<file path="config.mk">
export PLATFORM = sky130hd
export DESIGN_NAME = pc_sequencer
export DESIGN_NICKNAME = d
export VERILOG_FILES = /design/src/rtl/pc_seq_pkg.sv /design/src/rtl/ras_stack.sv /design/src/rtl/pc_sequencer.sv
export SDC_FILE = /design/constraint.sdc
export NUM_CORES = 1
export LEC_CHECK = 0
export CORE_UTILIZATION = 59
export DETAILED_ROUTE_END_ITERATION = 8
export GPL_ROUTABILITY_DRIVEN = 0
export HOLD_SLACK_MARGIN = 0.12
export PLACE_DENSITY = 0.79
export SETUP_SLACK_MARGIN = 0.2
export SLEW_MARGIN = 25
export SYNTH_ARGS = -nofsm -noshare
export SYNTH_HDL_FRONTEND = slang
export SYNTH_HIERARCHICAL = 1
export SYNTH_SLANG_ARGS = --single-unit
export TNS_END_PERCENT = 50
</file>
<file path="constraint.sdc">
create_clock -name clk -period 6.1 [get_ports clk]
set_input_delay 1.22 -clock clk [delete_from_list [all_inputs] [get_ports clk]]
set_output_delay 1.22 -clock clk [all_outputs]
set_load 0.03 [all_outputs]
</file>
<file path="src/rtl/pc_seq_pkg.sv">
// pc_seq_pkg: shared types for the program-counter sequencer.
//   pc_sel_t : next-PC selection encoding driven by decode/branch resolution.
//   state_t  : sequencer FSM states.
package pc_seq_pkg;

    typedef enum logic [2:0] {
        PC_SEQ    = 3'd0,
        PC_BRANCH = 3'd1,
        PC_CALL   = 3'd2,
        PC_RET    = 3'd3,
        PC_TRAP   = 3'd4,
        PC_HALT   = 3'd5
    } pc_sel_t;

    typedef enum logic [1:0] {
        S_BOOT = 2'd0,
        S_RUN  = 2'd1,
        S_HALT = 2'd2
    } state_t;

endpackage

</file>
<file path="src/rtl/ras_stack.sv">
// ras_stack: return-address stack kept as a circular buffer with a top pointer.
// Ports:
//   clk, rst   clock, synchronous active-high reset
//   push       write push_data at the top (overwrites oldest when full)
//   pop        remove the top entry (ignored when empty)
//   push_data  address to store
//   pop_data   current top entry (valid when count > 0)
//   count      number of live entries, saturates at RAS_DEPTH
//   overflow   sticky: a push happened while full
// push and pop are never asserted together by the sequencer.
module ras_stack #(
    parameter int RAS_DEPTH  = 8,
    parameter int ADDR_WIDTH = 32
) (
    input  logic                         clk,
    input  logic                         rst,
    input  logic                         push,
    input  logic                         pop,
    input  logic [ADDR_WIDTH-1:0]        push_data,
    output logic [ADDR_WIDTH-1:0]        pop_data,
    output logic [$clog2(RAS_DEPTH):0]   count,
    output logic                         overflow
);
    localparam int PW = $clog2(RAS_DEPTH);
    localparam logic [PW:0] FULL = (PW+1)'(RAS_DEPTH);

    logic [ADDR_WIDTH-1:0] mem_q [RAS_DEPTH];
    // ptr_q addresses the next free slot; the top entry lives at ptr_q-1.
    // Depth is a power of two so the pointer wraps naturally.
    logic [PW-1:0]         ptr_q;
    logic [PW:0]           count_q;
    logic                  overflow_q;

    always_ff @(posedge clk) begin
        if (rst) begin
            ptr_q      <= '0;
            count_q    <= '0;
            overflow_q <= 1'b0;
        end else if (push) begin
            ptr_q <= ptr_q + 1'b1;
            if (count_q == FULL) begin
                overflow_q <= 1'b1;
            end else begin
                count_q <= count_q + 1'b1;
            end
        end else if (pop && (count_q != '0)) begin
            ptr_q   <= ptr_q - 1'b1;
            count_q <= count_q - 1'b1;
        end
    end

    // Contents are not cleared on reset; count gates their use.
    always_ff @(posedge clk) begin
        if (push) begin
            mem_q[ptr_q] <= push_data;
        end
    end

    assign pop_data = mem_q[ptr_q - 1'b1];
    assign count    = count_q;
    assign overflow = overflow_q;

endmodule

</file>
<file path="src/rtl/pc_sequencer.sv">
// pc_sequencer: fetch program-counter sequencer with valid/ready output,
// return-address stack and target alignment checking.
// Ports:
//   clk, rst       clock, synchronous active-high reset
//   pc_sel         next-PC selection (pc_sel_t; 6,7 hold)
//   target_addr    branch/call target, fallback for a return on empty stack
//   pc_ready       fetch accepts pc_out this cycle
//   pc_out         current fetch address
//   pc_valid       pc_out valid for fetch
//   ras_count      live return-address stack entries
//   ras_overflow   sticky: a call overwrote the oldest stack entry
//   ret_underflow  one-cycle pulse: return with empty stack
//   misalign_err   one-cycle pulse: misaligned target redirected to TRAP_VEC
//   halted         sequencer is in S_HALT
//   dbg_state      current FSM state, for observation only
// Handshake: pc_out is offered while pc_valid is high; the PC advances only on
// a cycle where pc_valid && pc_ready, and pc_out/pc_sel effects hold otherwise.
module pc_sequencer
    import pc_seq_pkg::*;
#(
    parameter int                    ADDR_WIDTH  = 32,
    parameter int                    INSTR_BYTES = 4,
    parameter int                    RAS_DEPTH   = 8,
    parameter logic [ADDR_WIDTH-1:0] RESET_ADDR  = '0,
    parameter logic [ADDR_WIDTH-1:0] TRAP_VEC    = ADDR_WIDTH'('h100)
) (
    input  logic                        clk,
    input  logic                        rst,
    input  logic [2:0]                  pc_sel,
    input  logic [ADDR_WIDTH-1:0]       target_addr,
    input  logic                        pc_ready,
    output logic [ADDR_WIDTH-1:0]       pc_out,
    output logic                        pc_valid,
    output logic [$clog2(RAS_DEPTH):0]  ras_count,
    output logic                        ras_overflow,
    output logic                        ret_underflow,
    output logic                        misalign_err,
    output logic                        halted,
    output state_t                      dbg_state
);
    localparam logic [ADDR_WIDTH-1:0] INC        = ADDR_WIDTH'(INSTR_BYTES);
    // Low address bits that must be zero; all-zero mask when INSTR_BYTES==1.
    localparam logic [ADDR_WIDTH-1:0] ALIGN_MASK = ADDR_WIDTH'(INSTR_BYTES - 1);

    state_t                state_q;
    logic [ADDR_WIDTH-1:0] pc_q;
    logic                  pc_valid_q;
    logic                  ret_underflow_q;
    logic                  misalign_q;
    logic                  halted_q;

    logic [ADDR_WIDTH-1:0] pc_d;
    logic                  misalign_d;
    logic                  underflow_d;
    logic                  halt_d;
    logic                  sel_push;
    logic                  sel_pop;
    logic                  advance;
    logic                  target_ok;

    logic [ADDR_WIDTH-1:0]      ras_pop_data;
    logic [$clog2(RAS_DEPTH):0] ras_count_w;
    logic                       ras_overflow_w;

    assign advance   = (state_q == S_RUN) && pc_valid_q && pc_ready;
    assign target_ok = (target_addr & ALIGN_MASK) == '0;

    // Next-PC selection; only takes effect on an advance.
    always_comb begin
        pc_d        = pc_q;
        misalign_d  = 1'b0;
        underflow_d = 1'b0;
        halt_d      = 1'b0;
        sel_push    = 1'b0;
        sel_pop     = 1'b0;
        case (pc_sel_t'(pc_sel))
            PC_SEQ: pc_d = pc_q + INC;
            PC_BRANCH: begin
                if (target_ok) begin
                    pc_d = target_addr;
                end else begin
                    pc_d       = TRAP_VEC;
                    misalign_d = 1'b1;
                end
            end
            PC_CALL: begin
                // A rejected call leaves the stack untouched.
                if (target_ok) begin
                    pc_d     = target_addr;
                    sel_push = 1'b1;
                end else begin
                    pc_d       = TRAP_VEC;
                    misalign_d = 1'b1;
                end
            end
            PC_RET: begin
                if (ras_count_w != '0) begin
                    pc_d    = ras_pop_data;
                    sel_pop = 1'b1;
                end else begin
                    underflow_d = 1'b1;
                    if (target_ok) begin
                        pc_d = target_addr;
                    end else begin
                        pc_d       = TRAP_VEC;
                        misalign_d = 1'b1;
                    end
                end
            end
            PC_TRAP: pc_d = TRAP_VEC;
            PC_HALT: halt_d = 1'b1;
            default: pc_d = pc_q;
        endcase
    end

    always_ff @(posedge clk) begin
        if (rst) begin
            state_q         <= S_BOOT;
            pc_q            <= RESET_ADDR;
            pc_valid_q      <= 1'b0;
            ret_underflow_q <= 1'b0;
            misalign_q      <= 1'b0;
            halted_q        <= 1'b0;
        end else begin
            ret_underflow_q <= 1'b0;
            misalign_q      <= 1'b0;
            case (state_q)
                S_BOOT: begin
                    state_q    <= S_RUN;
                    pc_valid_q <= 1'b1;
                end
                S_RUN: begin
                    if (advance) begin
                        pc_q            <= pc_d;
                        ret_underflow_q <= underflow_d;
                        misalign_q      <= misalign_d;
                        if (halt_d) begin
                            state_q    <= S_HALT;
                            pc_valid_q <= 1'b0;
                            halted_q   <= 1'b1;
                        end
                    end
                end
                S_HALT: begin
                    pc_valid_q <= 1'b0;
                    halted_q   <= 1'b1;
                end
                default: begin
                    state_q    <= S_BOOT;
                    pc_valid_q <= 1'b0;
                    halted_q   <= 1'b0;
                end
            endcase
        end
    end

    ras_stack #(
        .RAS_DEPTH  (RAS_DEPTH),
        .ADDR_WIDTH (ADDR_WIDTH)
    ) u_ras (
        .clk       (clk),
        .rst       (rst),
        .push      (advance && sel_push),
        .pop       (advance && sel_pop),
        .push_data (pc_q + INC),
        .pop_data  (ras_pop_data),
        .count     (ras_count_w),
        .overflow  (ras_overflow_w)
    );

    assign pc_out        = pc_q;
    assign pc_valid      = pc_valid_q;
    assign ras_count     = ras_count_w;
    assign ras_overflow  = ras_overflow_w;
    assign ret_underflow = ret_underflow_q;
    assign misalign_err  = misalign_q;
    assign halted        = halted_q;
    assign dbg_state     = state_q;

endmodule

</file>
After elaboration in Yosys (flattened, before gate mapping)
Memory sizes are Yosys's and may differ from the RTL's.
Index checks and enable logic that the tools add are counted.
{"block": "op_classes", "n_addsub": 5, "n_mul": 0, "div_mod_pow": 0, "magnitude_cmp": 0, "n_eq_ne": 11, "n_shift": 0, "muxes": 28, "n_bitwise": 5, "n_reduce_logical": 20}
{"op": "$pmux W32 S4", "n": 1}
{"op": "$mux W32", "n": 2}
{"op": "$add A32 B3 Y32 const B", "n": 1}
{"op": "$logic_not A32 Y1", "n": 1}
{"op": "$mux W1", "n": 14}
{"op": "$mux W4", "n": 3}
{"op": "$reduce_and A3 Y1", "n": 3}
{"op": "$reduce_bool A4 Y1", "n": 2}
{"op": "$eq A3 B2 Y1 const B", "n": 2}
{"op": "$eq A3 B3 Y1 const B", "n": 2}
{"op": "$mux W3", "n": 2}
{"op": "$ne A2 B2 Y1 const B", "n": 3}
{"op": "$pmux W2 S3", "n": 1}
{"op": "$reduce_and A2 Y1", "n": 3}
{"op": "$logic_and A1 B1 Y1", "n": 5}
{"op": "$not A1 Y1", "n": 5}
{"op": "$add A4 B1 Y4 const B", "n": 1}
{"op": "$eq A4 B4 Y1 const B", "n": 1}
{"op": "$mux W2", "n": 2}
{"op": "$pmux W1 S2", "n": 2}
{"op": "$reduce_or A4 Y1", "n": 1}
{"op": "$sub A4 B1 Y4 const B", "n": 1}
{"op": "$add A3 B1 Y3 const B", "n": 1}
{"op": "$eq A3 B1 Y1 const B", "n": 1}
{"op": "other kinds (9)", "n": 9}
{"block": "totals", "regBits": 46, "latchBits": 0, "ram_bits": 256, "rom_bits": 0, "in_bits": 38, "output_inout_bits": 43, "n_memories": 1}
{"name": "u_ras.mem_q", "words": 8, "width": 32, "rd": 1, "rd_clocked_by_memory_dff": 0, "write_ports": 1, "line_no": "ras_stack.sv:27", "rtl": "logic [ADDR_WIDTH-1:0] mem_q [RAS_DEPTH];"}

Logic depth before layout (Yosys ltp)
Gate-level depths: netlist (run 1).
{"block": "depth", "depth_word": 7, "ltp_mapped": 13}

Cells and area by module
The synthesis (run 1) kept the hierarchy.
{"mod": "ras_stack", "instances": 1, "cells_each": 444, "area_each_um2": 10401.2, "seq_area_each_um2": 7847.5}
{"mod": "pc_sequencer", "instances": 1, "cells_each": 340, "area_each_um2": 2707.6, "seq_area_each_um2": 760.7}

Worst setup path after synthesis (run 1)
No wires, ideal clock.
{"block": "synth_timing", "kind": "in2reg", "from": "input pc_sel[2]", "to": "memory u_ras.mem_q[2][0] (enable)", "setup_ns": 0.461, "t_arrival_ns": 4.584, "required_time_ns": 5.639, "setup_slack_ns": 1.055, "cell_stages": 7, "path_buffers": 2, "cell_sequence": "clkbuf_1 nor2_1 nand2_1 nor3_1 clkbuf_1 nand2_1 nor3_1"}
{"block": "synth_between", "elab_chain_cells": 5}
{"element": "start, declared", "line_no": "pc_sequencer.sv:29", "rtl": "input logic [2:0] pc_sel,"}
{"element": "$eq A3 B2 Y1", "line_no": "pc_sequencer.sv:76", "rtl": "case (pc_sel_t'(pc_sel))"}
{"element": "$mux W1", "line_no": "pc_sequencer.sv:76"}
{"element": "$logic_and A1 B1 Y1", "line_no": "pc_sequencer.sv:163", "rtl": ".push (advance && sel_push),"}
{"element": "$mux W1", "line_no": "ras_stack.sv:54", "rtl": "if (push) begin"}
{"element": "$mux W1 (not written as such)", "line_no": "ras_stack.sv:55", "rtl": "mem_q[ptr_q] <= push_data;"}
{"element": "end, declared", "line_no": "ras_stack.sv:27"}
No other way between the ends.

Worst setup path in the final report (run 1)
{"block": "layout_timing", "from": "input pc_ready", "to": "memory u_ras.mem_q[7][6] (enable)"}
{"block": "layout_between", "elab_chain_cells": 4}
{"element": "start, declared", "line_no": "pc_sequencer.sv:31", "rtl": "input logic pc_ready,"}
{"element": "$logic_and A1 B1 Y1", "line_no": "pc_sequencer.sv:65", "rtl": "assign advance = (state_q == S_RUN) && pc_valid_q && pc_ready;"}
{"element": "$logic_and A1 B1 Y1", "line_no": "pc_sequencer.sv:163"}
{"element": "$mux W1", "line_no": "ras_stack.sv:54"}
{"element": "$mux W1 (not written as such)", "line_no": "ras_stack.sv:55"}
No other way between the ends.

==> results of run 1 <==
-- critical path: cells and delay by family --
kind | cells | cell delay [ns]
buffers and inverters | 3 | 0.98
AND/OR/NAND/NOR | 6 | 1.47
-- final timing paths --
| check | start | endpoint | slack, ns | cells past startpoint |
|---|---|---|---|---|
| max | pc_ready | u_ras/mem_q[7][6] | 2.65 | 9 |
| min | u_ras/overflow | u_ras/overflow | 0.49 | 2 |
| max reg2reg | u_ras/ptr_q[0] | pc_out[25] | 2.78 | 8 |
| min reg2reg | u_ras/overflow | u_ras/overflow | 0.49 | 2 |
-- cell families after synthesis --
| group | count (synthesis) | synth area share (%) |
|---|---|---|
| compound gates | 117 | 6.471 |
| xor+xnor | 31 | 2.071 |
| fa+ha+maj | 9 | 0.9163 |
| buf+inv | 56 | 2.491 |
| flops | 302 | 65.67 |
| mux | 100 | 15.60 |
| simple gates | 169 | 6.786 |
-- state kept, by name (all words and copies together), names as in the netlist --
signal,cells
dbg_state,2
halted,1
misalign_err,1
pc_out,32
pc_valid,1
ret_underflow,1
u_ras/count,4
u_ras/mem_q,256
u_ras/overflow,1
u_ras/ptr_q,3
-- cell usage in the layout (no fill, tap or decap), drive strengths merged, types with 6 or more instances in the layout --
cell / instances
edfxtp: 256
clkdlybuf4s50: 79
mux4: 64
dfxtp: 46
clkbuf: 42
nor2: 35
mux2: 32
nand2: 29
nor3: 26
xnor2: 23
a21oi: 22
nand3: 21
buf: 20
o21ai: 14
a221oi: 13
nand4: 11
a31oi: 11
inv: 11
or3: 9
o211ai: 9
xor2: 8
ha: 8
clkinv: 7
and3: 6
a2bb2oi: 6
and2: 6
-- where the power goes --
group	internal (mW)	switching [mW]	total, mW	leakage (nW)
logic	0.0514	0.0710	0.122	1.62
registers	2.22	0.00867	2.23	2.55
clock network	1.04	0.741	1.78	0.467
-- through the flow --
stage / hold slack, ns / cells
global route: 0.5135 / 1170
global placement: 0.4619 / 1110
detailed placement: 0.4690 / 1112
CTS: 0.4831 / 1166
finish: 0.4877 / 1172
floorplan: 0.5466 / 784
-- metal layers --
| metal | up-vias | track usage [%] | part of all wire [%] |
|---|---|---|---|
| li1 | 3415 | - | - |
| met1 | 4078 | 36.45 | 40 |
| met2 | 464 | 44.66 | 49 |
| met3 | 99 | 4.398 | 7.7 |
| met4 | 0 | 10.35 | 4.1 |
| met5 | - | 0 | 0 |
-- final cells by class --
cell class                      count  area, µm²  share of cell area, %
Tap cell                          280      350.3                  2.294
Clock inverter                     12      142.6                 0.9341
Clock buffer                       42      804.5                  5.269
Sequential cell                   302       8612                  56.40
Antenna cell                        2      5.005                0.03278
Multi-Input combinational cell    426       4263                  27.92
Timing Repair Buffer               99       1059                  6.932
Inverter                            9      33.78                 0.2212
==> run summary, run 1 <==
worst path arrival time: 3.70 ns
WS Path Type: in -> reg
die span in x: 151.1 µm
core area: 21820 µm²
via count: 8056
critical path endpoint category: flop
EDFF count, synth: 256
Via density: 6.874
clock-pin transition on the worst setup and hold timing paths: 0.06 ns
Gate Count Post-Synth: 784
Setup crit start kind: input port
Post-CTS Setup Bufs: 0
hold buffer count at cts: 0
number of global-route vias before repair: 7899
Synth cell types: 65
Final HPWL DP: 18600 µm
number of DRC markers in iteration 0: 946
sequential share of the synthesized area: 65.67%
Setup TNS: 0 ns
CP required: 6.35 ns
Tcrit/Tclk final: 56.56%
Avg Cell Area, Syn: 16.72 µm²
Clock Skew: 0.01708 ns
die outline height: 151.1 µm
H-tree depth: 1
fmax: 289.8 MHz
Main synth FF type: edfxtp_1
crit path time final: 3.450 ns
Max-Cap Viols: 0
worst hold path type: reg -> reg
Initial DRT Pass Iterations: 8
Synth area leaders: edfxtp_1 59%, mux4_1 11%, dfxtp_1 7.0%
Worst Tran Pin Value: 1.035 ns
status: finished clean
CP Max Fanout: 17
WL final: 30400 µm
Starting Density: 60.07%
IO Port Bufs: 80
residual DRC count: 0
layout cells sized above 1: 14.27%
Worst-Skew Late Latency: 0.55 ns
Final WS setup: 2.650 ns
Final Hold Vio Count: 0
design area: 15270 µm²
CTS Buf Count: 29
post-route ant nets: 0
Tot Pwr: 4.134 mW
Ports: 81
largest net degree at the start of global routing: 52
synth cell count leaders: 256 x edfxtp_1, 54 x mux4_1, 46 x dfxtp_1
Max VDD drop: 0.0002187 V
Cell Chain, Critical Path: clkdlybuf4s50_1 -> nand3_1 -> nor2_1 -> nand2_1 -> nor3_1 -> buf_4 -> nand2_1 -> nor2_4 -> buf_16
CTS Root Buffer Type: clkbuf_16
Filler Cell Count: 1311
DIE AREA: 22820 µm²
RSZ-0062 raised after global routing: false
All-Layer GR Usage: 27.07%
Area after DPL: 14210 µm²
Max stage delay on crit path: 0.61 ns
most frequent cell after synthesis: edfxtp_1
CTS sink cnt: 302
Pleak: 4.640 nW
Yosys reg bits: 302
ys async rst share: 0%
Syn Std Cell Area: 13110 µm²
NumNets Final: 914
number of core rows: 54
pwr dens: 270.7 nW/µm²
Most common cell on crit path: nand2_1
antenna violations before repair: 0
Slowest cell on crit path: nor2_4
Setup Viol. Count Final: 0
Place WS: 1.950 ns
Area Growth Syn to Fin: 16.48%
GR Overflow Total: 0
wire per inst: 25.94 µm
clock tree buffer depth: 3
Slew Viols, Final: 0
CTS tree: yes
global-route wire length before repair: 45090 µm
worst relative slew slack: 30.62%
post-CTS sizing: 0
area leader, netlist: edfxtp_1
final core utilization: 69.97%
Synth top area share: 58.64%
Syn Nets: 831
yosys warns: 6
No activity file was read; power rests on OpenSTA's default activity.
==> run 2: changes to the inputs <==
Settings changed: CORE_UTILIZATION 59 to 54, PLACE_DENSITY 0.79 to 0.76.
Clock period 6.1 ns to 2.9 ns, I/O delays scaled along.
==> run 2 against run 1 <==
  * First-iteration DRC count up 0.85%
  * Total power up 110%
  * Non-clock buffer count up 47
  * Worst setup slack worse by 2.4 ns
  * Clock-buffer cell count down 1
  * Register-to-register slack worse by 2.5 ns
  * Via count down 0.78%
  * Sequential cell count unchanged
  * Sequential share of layout area down 2.0 points
==> run summary, run 2 (synthesis results as in run 1) <==
worst hold path type: reg -> reg
worst path arrival time: 3.02 ns (-0.68 ns)
Max-Cap Viols: 0 (unchanged)
Net Switching: 1.781 mW (+120%)
Initial DRT Pass Iterations: 8 (unchanged)
post-route ant nets: 0 (unchanged)
final core utilization: 67.06% (-2.9 points)
number of core rows: 56 (+3.7%)
CP Max Fanout: 8 (-9)
met2 wire len: 15390 µm (+4.1%)
Slew Viols, Final: 0 (unchanged)
die outline height: 157.8 µm (+4.5%)
layout cells sized above 1: 19.64% (+5.4 points)
Filler Cell Count: 1562 (+19%)
Area Growth Syn to Fin: 20.79%
RSZ-0062 raised after global routing: false
worst relative slew slack: 49.26% (+19 points)
FF-to-FF End: u_ras/mem_q[5][28]
pwr dens: 552.1 nW/µm² (+100%)
Met3 Wirelength: 2327 µm (-0.89%)
combinational power share: 3.3% (+0.3 points)
number of DRC markers in iteration 0: 954 (+0.85%)
status: finished clean
die span in x: 157.8 µm (+4.5%)
GR Overflow Total: 0 (unchanged)
Min-Delay Endpoint: u_ras/overflow
design area: 15830 µm² (+3.7%)
All-Layer GR Usage: 26.92% (-0.15 points)
Top reg by flops: u_ras/mem_q
Setup TNS: 0 ns (unchanged)
Final WS setup: 0.2942 ns (-2.356 ns)
H-tree depth: 1 (unchanged)
Area after DPL: 14850 µm² (+4.5%)
Starting Density: 55.52% (-4.6 points)
sw frac: 20.37% (+0.51 points)
fmax: 383.8 MHz
Setup crit start kind: flop
Antenna diodes: 0 (-2)
Final HPWL DP: 20480 µm (+10%)
Place WS: 0.02325 ns (-1.927 ns)
antenna violations before repair: 0 (unchanged)
via count: 7993 (-0.78%)
crit path time final: 2.606 ns
NumNets Final: 961 (+5.1%)
CP required: 3.31 ns (-3.04 ns)
Hold WS: 0.4895 ns (+0.001763 ns)
critical path endpoint category: flop
Worst Tran Pin Value: 0.7549 ns (-0.2802 ns)
largest net degree at the start of global routing: 51 (-1.9%)
CP Launch Point: pc_out[3]
WS Path Type: reg -> reg
Clock Skew: 0.007752 ns (-0.009330 ns)
clock-pin transition on the worst setup and hold timing paths: 0.06 ns (about the same)
r2r setup slk: 0.29 ns (-2.49 ns)
wire per inst: 25.58 µm (-1.4%)
Pleak: 4.922 nW (+6.1%)
residual DRC count: 0 (unchanged)
WL final: 32130 µm (+5.7%)
number of global-route vias before repair: 7876 (-0.29%)
Via density: 6.364 (-7.4%)
hold path startpoint: u_ras/overflow
Max VDD drop: 0.0005407 V (+150%)
Int Pwr: 6.961 mW (+110%)
commonest non-fill, non-tap cells in the layout: 256 x edfxtp_1, 79 x clkdlybuf4s50_1, 54 x mux4_1, 48 x buf_4, 42 x dfxtp_1
IO Port Bufs: 80 (unchanged)
CTS Buf Count: 29 (unchanged)
hold depth: 2 (unchanged)
met1 wire length: 13460 µm (+12%)
Final Hold Vio Count: 0 (unchanged)
CTS Root Buffer Type: clkbuf_16
CTS tree: yes
Tcrit/Tclk final: 89.85%
Crit Reg-Reg Startpoint: pc_out[3]
most common library cell in the layout ignoring fill and taps: edfxtp_1
hold buffer count at cts: 0 (unchanged)
Worst-Skew Late Latency: 0.56 ns (about the same)
Clk network pwr share: 43.1% (about the same)
DIE AREA: 24900 µm² (+9.1%)
global-route wire length before repair: 48220 µm (+6.9%)
R2R depth: 7 (-1)
CTS sink cnt: 302 (unchanged)
highest metal used: met4
Seq pwr share: 53.6% (-0.3 points)
Ports: 81 (unchanged)
max FFs per register: 256 (unchanged)
clock tree buffer depth: 3 (unchanged)
core area: 23610 µm² (+8.2%)
Setup Viol. Count Final: 0 (unchanged)
[run 2: changes by cell type in the layout (fill, tap and decap cells not counted), sizes merged]
cell / delta
buf: +47
bufinv: -1
clkbuf: -1
clkinvlp: +2
diode: -2
[run 2: layout make-up]
cell class	instances	area (µm²)	area share, %
Clock buffer	41	820.8	5.184
Clock inverter	13	138.9	0.8771
Inverter	9	33.78	0.2134
Multi-Input combinational cell	426	4307	27.20
Sequential cell	302	8618	54.43
Tap cell	319	399.1	2.521
Timing Repair Buffer	146	1516	9.577
[run 2: metal layers]
layer  vias to the layer above  GRT usage [%]
met2                       379          42.58
met1                      4036          39.04
met5                         -              0
met3                        61          3.066
li1                       3517              -
met4                         0          9.385
[run 2: worst max-delay path, cell delays in order (launching register included)]
cell	delay, ns
dfxtp_1	0.33
ha_1	0.26
and3_1	0.29
and2_1	0.53
nand3_1	0.31
nor2_1	0.19
xor2_1	0.31
buf_4	0.23
[run 2: worst max path at each step]
stage / endpoint
floorplan: pc_out[4]
global placement: u_ras/count[3]
detailed placement: u_ras/count[3]
CTS: pc_out[8]
global route: u_ras/mem_q[5][26]
finish: u_ras/mem_q[5][28]
[run 2: power by group through the flow]
stage / Clock (mW) / Combinational [mW] / Sequential (mW)
global route: 3.99 / 0.305 / 4.68
floorplan: 0 / 0.110 / 4.80
global placement: 0 / 0.279 / 4.78
detailed placement: 0 / 0.285 / 4.78
finish: 3.77 / 0.289 / 4.68
CTS: 3.81 / 0.286 / 4.68
[run 2: per-stage QoR]
step	total power [mW]	std cells
final	8.742	1256
after global routing	8.977	1256
after CTS	8.783	1253
after detailed placement	5.062	1199
after global placement	5.055	1199
after floorplan	4.908	784
[run 2: what timing repair did]
| item | in CTS | in global routing |
|---|---|---|
| setup buffers | 0 | 3 |
| hold endpoints to repair | 0 | 0 |
| resized for setup | 0 | 1 |
| setup endpoints to repair | 0 | 2 |
==> run 3: changes to the inputs <==
Settings changed: CORE_UTILIZATION 54 to 48, PLACE_DENSITY 0.76 to 0.69.
==> run 3 against run 2 <==
  * Worst setup slack worse by 0.023 ns
  * Register-to-register slack worse by 0.02 ns
  * Critical path depth is 1 higher
  * Global-route usage is 4.0 points lower
  * Cell count is 2.8% higher
  * Non-clock buffer count is 8 higher
  * Maximum frequency is 0.88% lower
  * Routed wire length is 0.96% lower
  * Sequential cell count stayed put
  * Critical endpoint is now pc_out[29]
  * Largest power group unchanged
==> run summary, run 3 (synthesis results as in run 1) <==
largest net degree at the start of global routing: 71 (+39%)
Crit Reg-Reg Startpoint: u_ras/ptr_q[0]
All-Layer GR Usage: 22.95% (-4.0 points)
Max stage delay on crit path: 0.44 ns (-0.09 ns)
CP Max Fanout: 51 (+43)
worst relative slew slack: 50.74% (+1.5 points)
worst path arrival time: 3.06 ns (+0.04 ns)
Int Pwr: 7.189 mW (+3.3%)
Max VDD drop: 0.0004206 V (-22%)
DIE AREA: 27970 µm² (+12%)
Tcrit/Tclk final: 90.65% (+0.79 points)
worst hold path type: in -> reg
CP top delay family: multiplexers
WS Path Type: reg -> reg
clock-pin transition on the worst setup and hold timing paths: 0.06 ns (about the same)
commonest non-fill, non-tap cells in the layout: 256 x edfxtp_1, 79 x clkdlybuf4s50_1, 58 x buf_4, 54 x mux4_1, 43 x dfxtp_1
hold path startpoint: rst
status: finished clean
wire per inst: 24.65 µm (-3.6%)
RSZ-0062 raised after global routing: true
placed insts: 1231 (+2.7%)
Initial DRT Pass Iterations: 7 (-1)
r2r setup slk: 0.27 ns (-0.02 ns)
Slew Viols, Final: 0 (unchanged)
core area: 26880 µm² (+14%)
number of core rows: 60 (+7.1%)
fmax: 380.4 MHz (-0.88%)
NumNets Final: 971 (+1.0%)
CTS tree: yes
crit path time final: 2.629 ns (+0.02301 ns)
Slowest cell on crit path: ha_2
post-route ant nets: 0 (unchanged)
post-route insts no fill: 1291 (+2.8%)
CP required: 3.33 ns (+0.02 ns)
combinational power share: 3.1% (-0.2 points)
IO Port Bufs: 80 (unchanged)
Post-CTS Setup Bufs: 0 (unchanged)
Worst Path Buf+Inv: 2 (+1)
clock tree buffer depth: 3 (unchanged)
Final Hold Vio Count: 0 (unchanged)
Max-Cap Viols: 0 (unchanged)
Worst Tran Pin Value: 0.7365 ns (-0.01839 ns)
sw frac: 19.95% (-0.42 points)
Setup Viol. Count Final: 0 (unchanged)
most common library cell in the layout ignoring fill and taps: edfxtp_1
Top reg by flops: u_ras/mem_q
layout cells sized above 1: 20.23% (+0.59 points)
Worst-Skew Late Latency: 0.56 ns (about the same)
Tot Pwr: 8.981 mW (+2.7%)
Area Growth Syn to Fin: 22.05%
antenna violations before repair: 1 (+1)
Net Switching: 1.792 mW (+0.62%)
global-route wire length before repair: 48110 µm (-0.23%)
Clk network pwr share: 44.7% (+1.6 points)
Seq pwr share: 52.2% (-1.4 points)
number of global-route vias before repair: 7884 (+0.10%)
Setup crit start kind: flop
Clock Skew: 0.01823 ns (+0.01048 ns)
Cell Chain, Critical Path: inv_1 -> ha_2 -> buf_12 -> mux4_2 -> mux2_2 -> a22o_1 -> a311oi_1 -> o32ai_1
pwr dens: 561.3 nW/µm² (+1.7%)
max FFs per register: 256 (unchanged)
CTS Root Buffer Type: clkbuf_16
Starting Density: 48.78% (-6.7 points)
CTS Buf Count: 31 (+6.9%)
die outline height: 167.3 µm (+6.0%)
Pleak: 5.002 nW (+1.6%)
H-tree depth: 1 (unchanged)
GR Overflow Total: 0 (unchanged)
CP Launch Point: u_ras/ptr_q[0]
Final HPWL DP: 20300 µm (-0.85%)
number of DRC markers in iteration 0: 942 (-1.3%)
Ports: 81 (unchanged)
via count: 7996 (+0.038%)
die span in x: 167.3 µm (+6.0%)
WL final: 31820 µm (-0.96%)
critical path endpoint category: flop
CTS sink cnt: 302 (unchanged)
Via density: 6.194 (-2.7%)
residual DRC count: 0 (unchanged)
-- run 3: cell count changes in the layout (fill, tap and decap cells not counted), moves of 2 or more --
cell / before / now
buf_4: 48 / 58
clkinv_2: 7 / 2
buf_12: 18 / 14
clkbuf_16: 29 / 32
clkbuf_1: 7 / 9
clkinv_1: 0 / 2
clkinv_4: 0 / 2
-- run 3: what timing repair did --
| item | 4_1_cts | 5_1_grt |
|---|---|---|
| resized for setup | 0 | 2 |
| endpoints found under the setup margin | 0 | 10 |
| hold buffers | 0 | 0 |
| endpoints found under the hold margin | 0 | 0 |
-- run 3: cell type report --
| cell class | instances | area (µm²) |
|---|---|---|
| diodes | 1 | 2.502 |
| multi-input cells | 426 | 4314 |
| well taps | 341 | 426.7 |
| clock buffers | 46 | 892.1 |
| flip-flops and latches | 302 | 8617 |
| clock inverters | 12 | 148.9 |
| inverters | 9 | 33.78 |
| repair buffers | 154 | 1564 |
| fillers | 1992 | 10880 |
-- run 3: final timing paths --
check | end | depth (start not counted)
max | pc_out[29] | 8
min | u_ras/ptr_q[2] | 2
max reg2reg | pc_out[29] | 8
min reg2reg | u_ras/overflow | 2
-- run 3: routing by layer --
layer,routed length [µm],vias to the layer above,global-route usage (%),part of all wire (%)
li1,-,3537,-,-
met1,14400,4094,34.22,45
met2,14520,323,35.49,46
met3,2371,42,3.711,7.5
met4,530,0,5.584,1.7
met5,0,-,0,0
-- run 3: stage by stage --
step / setup slack (ns) / TNS (ns) / hold slack, ns / utilization (%) / area, µm²
after floorplan: 0.1950 / 0 / 0.5777 / - / 13230
after global placement: 0.06240 / 0 / 0.4552 / 55.50 / 14920
after detailed placement: -0.02099 / -0.02099 / 0.4650 / 55.50 / 14920
after CTS: 0.2149 / 0 / 0.4215 / 59.37 / 15960
after global routing: 0.1613 / 0 / 0.4554 / 59.53 / 16000
final: 0.2712 / 0 / 0.4410 / 59.53 / 16000
-- run 3: power by group through the flow --
stage / registers (mW) / logic (mW) / clock network, mW
floorplan: 4.80 / 0.110 / 0
global placement: 4.78 / 0.277 / 0
detailed placement: 4.78 / 0.279 / 0
CTS: 4.68 / 0.280 / 4.06
global route: 4.68 / 0.299 / 4.24
finish: 4.68 / 0.282 / 4.01
